===== src/rtl/bsg_manycore_endpoint_store_unit_pkg.sv =====
// Shared packet definitions for the manycore endpoint store unit: op codes,
// the config freeze address, the packet width helper and the head decoder.
package bsg_manycore_endpoint_store_unit_pkg;

  localparam int op_width_gp = 2;

  localparam logic [op_width_gp-1:0] op_store_gp  = 2'd1;
  localparam logic [op_width_gp-1:0] op_config_gp = 2'd2;

  localparam int config_freeze_addr_gp = 0;

  typedef enum logic [1:0] {
    e_dec_none,
    e_dec_store,
    e_dec_config,
    e_dec_unknown
  } decode_e;

  // Packet layout, MSB to LSB: op, op_ex (byte mask), addr, data, from_y_cord, from_x_cord.
  function automatic int packet_width(input int addr_w, input int data_w,
                                      input int x_w, input int y_w);
    return op_width_gp + (data_w / 8) + addr_w + data_w + y_w + x_w;
  endfunction

  function automatic decode_e decode_op(input logic v,
                                        input logic [op_width_gp-1:0] op,
                                        input logic addr_is_freeze);
    decode_e d;
    d = e_dec_none;
    if (v) begin
      if (op == op_store_gp)
        d = e_dec_store;
      else if ((op == op_config_gp) && addr_is_freeze)
        d = e_dec_config;
      else
        d = e_dec_unknown;
    end
    return d;
  endfunction

endpackage


===== src/rtl/bsg_manycore_endpoint_store_unit_two_fifo.sv =====
// Two-entry FIFO for the incoming packet buffer; sustains one packet per cycle
// when the head is dequeued every cycle.
module bsg_two_fifo #(
  parameter int width_p = 8
) (
  input  logic               clk_i,
  input  logic               reset_i,
  input  logic               v_i,
  input  logic [width_p-1:0] data_i,
  output logic               ready_o,
  output logic               v_o,
  output logic [width_p-1:0] data_o,
  input  logic               yumi_i
);

  logic [width_p-1:0] w_slot [2];
  logic               r_wptr;
  logic               r_rptr;
  logic [1:0]         r_count;
  logic               w_enq;
  logic               w_deq;

  assign ready_o = (r_count != 2'd2);
  assign v_o     = (r_count != 2'd0);
  assign w_enq   = v_i & ready_o;
  assign w_deq   = yumi_i & v_o;
  assign data_o  = w_slot[r_rptr];

  genvar gi;
  generate
    for (gi = 0; gi < 2; gi++) begin : g_slot
      logic [width_p-1:0] r_data;
      always_ff @(posedge clk_i) begin
        if (w_enq && (r_wptr == 1'(gi)))
          r_data <= data_i;
      end
      assign w_slot[gi] = r_data;
    end
  endgenerate

  always_ff @(posedge clk_i) begin
    if (reset_i) begin
      r_wptr  <= 1'b0;
      r_rptr  <= 1'b0;
      r_count <= 2'd0;
    end else begin
      if (w_enq)
        r_wptr <= ~r_wptr;
      if (w_deq)
        r_rptr <= ~r_rptr;
      case ({w_enq, w_deq})
        2'b10:   r_count <= r_count + 2'd1;
        2'b01:   r_count <= r_count - 2'd1;
        default: r_count <= r_count;
      endcase
    end
  end

endmodule


===== src/rtl/bsg_manycore_endpoint_store_unit.sv =====
// Tile-side endpoint: buffers network packets, issues masked stores to local
// memory, owns the freeze register and a saturating unknown-packet counter.
// Define BSG_MANYCORE_ENDPOINT_RETURN_CREDIT_EN to add the returning-credit outputs.
module bsg_manycore_endpoint_store_unit
  import bsg_manycore_endpoint_store_unit_pkg::*;
#(
  parameter int x_cord_width_p      = 4,
  parameter int y_cord_width_p      = 4,
  parameter int data_width_p        = 32,
  parameter int addr_width_p        = 10,
  parameter int unknown_cnt_width_p = 8,
  parameter bit freeze_init_p       = 1'b1,
  localparam int packet_width_lp    = packet_width(addr_width_p, data_width_p,
                                                   x_cord_width_p, y_cord_width_p),
  localparam int mask_width_lp      = data_width_p / 8
) (
  input  logic                           clk_i,
  input  logic                           reset_i,
  input  logic                           v_i,
  input  logic [packet_width_lp-1:0]     data_i,
  output logic                           ready_o,
  output logic                           mem_v_o,
  output logic [addr_width_p-1:0]        mem_addr_o,
  output logic [data_width_p-1:0]        mem_data_o,
  output logic [mask_width_lp-1:0]       mem_mask_o,
  input  logic                           mem_yumi_i,
  output logic                           freeze_o,
  output logic [unknown_cnt_width_p-1:0] unknown_cnt_o
`ifdef BSG_MANYCORE_ENDPOINT_RETURN_CREDIT_EN
  ,
  output logic                           returning_v_o,
  output logic [x_cord_width_p-1:0]      returning_x_cord_o,
  output logic [y_cord_width_p-1:0]      returning_y_cord_o
`endif
);

  typedef struct packed {
    logic [op_width_gp-1:0]    op;
    logic [mask_width_lp-1:0]  op_ex;
    logic [addr_width_p-1:0]   addr;
    logic [data_width_p-1:0]   data;
    logic [y_cord_width_p-1:0] from_y_cord;
    logic [x_cord_width_p-1:0] from_x_cord;
  } packet_s;

  logic [packet_width_lp-1:0]     w_fifo_data;
  logic                           w_fifo_v;
  logic                           w_fifo_yumi;
  packet_s                        w_head;
  decode_e                        w_dec;
  logic                           r_freeze;
  logic [unknown_cnt_width_p-1:0] r_unknown_cnt;

  bsg_two_fifo #(
    .width_p(packet_width_lp)
  ) input_fifo (
    .clk_i  (clk_i),
    .reset_i(reset_i),
    .v_i    (v_i),
    .data_i (data_i),
    .ready_o(ready_o),
    .v_o    (w_fifo_v),
    .data_o (w_fifo_data),
    .yumi_i (w_fifo_yumi)
  );

  assign w_head = packet_s'(w_fifo_data);

  // Gating with reset drops a stalled store in the very cycle reset is asserted.
  assign w_dec = decode_op(w_fifo_v & ~reset_i, w_head.op,
                           w_head.addr == addr_width_p'(config_freeze_addr_gp));

  assign mem_v_o     = (w_dec == e_dec_store);
  assign mem_addr_o  = w_head.addr;
  assign mem_data_o  = w_head.data;
  assign mem_mask_o  = w_head.op_ex;

  // Stores wait for the memory ack; config and unknown packets retire on arrival.
  assign w_fifo_yumi = mem_v_o ? mem_yumi_i : (w_dec != e_dec_none);

  always_ff @(posedge clk_i) begin
    if (reset_i)
      r_freeze <= freeze_init_p;
    else if (w_dec == e_dec_config)
      r_freeze <= w_head.data[0];
  end

  always_ff @(posedge clk_i) begin
    if (reset_i)
      r_unknown_cnt <= '0;
    else if ((w_dec == e_dec_unknown) && !(&r_unknown_cnt))
      r_unknown_cnt <= r_unknown_cnt + unknown_cnt_width_p'(1);
  end

  assign freeze_o      = r_freeze;
  assign unknown_cnt_o = r_unknown_cnt;

`ifdef BSG_MANYCORE_ENDPOINT_RETURN_CREDIT_EN
  logic                      r_returning_v;
  logic [x_cord_width_p-1:0] r_returning_x;
  logic [y_cord_width_p-1:0] r_returning_y;
  logic                      w_store_ack;

  assign w_store_ack = mem_v_o & mem_yumi_i;

  always_ff @(posedge clk_i) begin
    if (reset_i)
      r_returning_v <= 1'b0;
    else
      r_returning_v <= w_store_ack;
  end

  always_ff @(posedge clk_i) begin
    if (w_store_ack) begin
      r_returning_x <= w_head.from_x_cord;
      r_returning_y <= w_head.from_y_cord;
    end
  end

  assign returning_v_o      = r_returning_v;
  assign returning_x_cord_o = r_returning_x;
  assign returning_y_cord_o = r_returning_y;
`endif

endmodule


===== config.mk =====
export PLATFORM = sky130hd
export DESIGN_NAME = bsg_manycore_endpoint_store_unit
export DESIGN_NICKNAME = d
export VERILOG_FILES = /design/src/rtl/bsg_manycore_endpoint_store_unit_pkg.sv /design/src/rtl/bsg_manycore_endpoint_store_unit_two_fifo.sv /design/src/rtl/bsg_manycore_endpoint_store_unit.sv
export SDC_FILE = /design/constraint.sdc
export NUM_CORES = 1
export LEC_CHECK = 0
export BUFFER_PORTS_ARGS = -buffer_cell sky130_fd_sc_hd__buf_2
export CAP_MARGIN = 20
export CORE_ASPECT_RATIO = 1.5
export CORE_UTILIZATION = 30
export DETAILED_ROUTE_END_ITERATION = 8
export GPL_ROUTABILITY_DRIVEN = 0
export MAX_ROUTING_LAYER = met4
export PLACE_DENSITY = 0.6
export SYNTH_ARGS = -nofsm -noshare
export SYNTH_HDL_FRONTEND = slang
export SYNTH_SLANG_ARGS = --single-unit

===== constraint.sdc =====
create_clock -name clk_i -period 10.35 [get_ports clk_i]
set_clock_uncertainty 0.15 [all_clocks]
set_input_delay 1.035 -clock clk_i [delete_from_list [all_inputs] [get_ports clk_i]]
set_output_delay 1.035 -clock clk_i [all_outputs]
set_load 0.02 [all_outputs]

==> metrics.txt <==
outcome completed; Critical path buffers and inverters 2; Pwr Total 1.23 mW; setup TNS 0 ns; Clock Sinks 109; top cell type's share of synthesized area 0.680; Setup crit start input_fifo.r_rptr; antenna violations before repair 1; Worst-path clk slew 0.07 ns; # Max-Cap Violations 0; Post-synth ARST share 0; Max Freq 0.327 GHz; cell area after synthesis 4240 um^2; hold_buf cts 0; most frequent cells after synthesis 96 x edfxtp_1, 46 x mux2_2, 13 x dfxtp_1, 9 x nand2_1, 9 x nor2_1; layout cells sized above 1 0.515; Clock Latency Late Sink 0.33 ns; cell count after synthesis 239; CTS max path bufs 2; Post-CTS Repair Setup Buffers 0; first-pass GRT wire length 12700 um; period utilisation layout 0.295; footprint of the multi-input gates 1060 um^2; Synth-to-Final Area Change 24.0%; Crit path required time 9.17 ns; Seq cells post-synth 109; CP dominant cell by count nor2_1; Post-synth EDFFs 96; top post-synthesis cells by area edfxtp_1 68%, mux2_2 12%, dfxtp_1 6.1%, nand2_1 0.80%, nor2_1 0.80%; WL per Instance 15.3 um; r2r startpoint input_fifo.r_rptr; Final Setup Violations 0; FP Rows 52; fin crit period 3.06 ns; Synth cell types 41; number of global-route vias before repair 2626; post-cts gate resize count 0; RSZ-0062 raised after global routing false; fill count 1313; VDD IR max 0.126 mV; Arrival @ worst endpoint 1.87 ns; DRT iter0 DRCs 81; DRC 0; nature of the critical path endpoint output pin; hold path start unknown_cnt_o[5]; cell taking the most area after synthesis edfxtp_1; top_reg_cell synth edfxtp_1; hpwl dp 5410 um; syn_area_per_cell 17.7 um^2; worst-margin pin slew 0.680 ns; static leakage 1.94 nW; Final nets 416; Power Density 235 nW/um^2; largest net degree at the start of global routing 53; most common cell in the netlist edfxtp_1; GRT Total Usage 0.117; clock tree from TritonCTS built; Vias/cell 4.73; WS Path Type reg -> out; final antenna-violating net count 0; CTS H-Tree Depth 3; CP Cell Sequence buf_4 > and3b_4 > nor2_1 > nor2_1 > buf_2; die area 14600 um^2; crit start category flip-flop; final setup margin 7.29 ns; sequential share of the synthesized area 0.741; crit-path max FO 52; critical path's largest stage delay 0.52 ns; initial core utilization 0.310; die width 99.1 um; Slew HR 0.547; Syn Nets 301; port bufs 108; final wirelength 8020 um; Placement Setup Slack 7.40 ns; final hold violation count 0; synth warn 0; total number of vias 2474; grt total ovfl 0; Crit path max-delay family buffers and inverters; Seq. cell area 3140 um^2; critical path's slowest cell buf_4; Slew Viols, Final 0; Die Ht 148 um; drt first pass iters 4; Tightest Hold Check Type reg -> reg; IO Pins 117; TritonCTS Buffers 9; core area 13700 um^2; clock root cell clkbuf_16
placed cells by master (no fill, tap or decap), drive strengths merged, types with 4 or more instances in the layout:
cell type and n:
a21oi 6, buf 111, clkbuf 10, dfxtp 13, edfxtp 96, inv 4
mux2 46, nand2 9, nand3 5, nand4 4, nor2 9, nor3 4
o21ai 4, or4 4
registers in the layout, summed over array words and instances, names as in the netlist:
register and count:
input_fifo.r_wptr 1, freeze_o 1, input_fifo.r_rptr 1, unknown_cnt_o 8
input_fifo.r_count 2, input_fifo.g_slot.r_data 96
per-stage QoR:
stage	utilization	hold WS [ns]	cells	area [um^2]
global route	0.385	0.384	522	5260
global placement	0.364	0.319	505	4970
detailed placement	0.364	0.343	505	4970
CTS	0.385	0.355	521	5260
finish	0.385	0.350	523	5260
floorplan	-	0.343	239	4240
kinds of logic (layout without fill, tap and decap cells):
| kind of cell | count (synthesis) | in the layout | synth area share |
|---|---|---|---|
| compound gates | 21 | 21 | 0.0342 |
| xor+xnor | 3 | 3 | 0.00620 |
| fa+ha+maj | 2 | 2 | 0.00590 |
| buf+inv | 8 | 128 | 0.0112 |
| flops | 109 | 109 | 0.741 |
| mux | 47 | 47 | 0.124 |
| other cells | 0 | 2 | 0 |
| simple gates | 49 | 49 | 0.0770 |
routing by layer:
metal | vias to the layer above | global-route usage | share of wire
met2 | 68 | 0.208 | 0.55
met5 | - | - | 0
met3 | 7 | 0.0350 | 0.061
met1 | 1216 | 0.119 | 0.38
li1 | 1183 | - | -
met4 | 0 | 0.0463 | 0.015
final cells by class:
class                   count  area share
inverters                   1    0.000713
multi-input cells         122       0.201
flip-flops and latches    109       0.598
repair buffers            111       0.107
diodes                      2    0.000951
clock buffers              10      0.0435
clock inverters             6      0.0102
well taps                 162      0.0385
power breakdown:
part / total (mW) / switching [mW] / internal (mW)
Clock: 0.322 / 0.154 / 0.168
Combinational: 0.330 / 0.202 / 0.128
Sequential: 0.583 / 0.0250 / 0.558
worst register-to-register path: stages, from the launching register on:
cell	delay, ns
dfxtp_2	0.31
buf_4	0.52
nor4b_2	0.38
nand4_2	0.24
a31oi_1	0.31
nor2_1	0.07
ha_1	0.34
or3_1	0.35
a21oi_1	0.14
worst paths after layout:
check | endpoint | slack [ns] | cells after the start
worst max register to register | input_fifo.r_count[1] | 7.46 | 8
worst min register to register | unknown_cnt_o[5] | 0.35 | 2
worst min-delay path | unknown_cnt_o[5] | 0.35 | 2
worst max-delay path | mem_v_o | 7.29 | 5
Power figures use the tool's default switching activity.
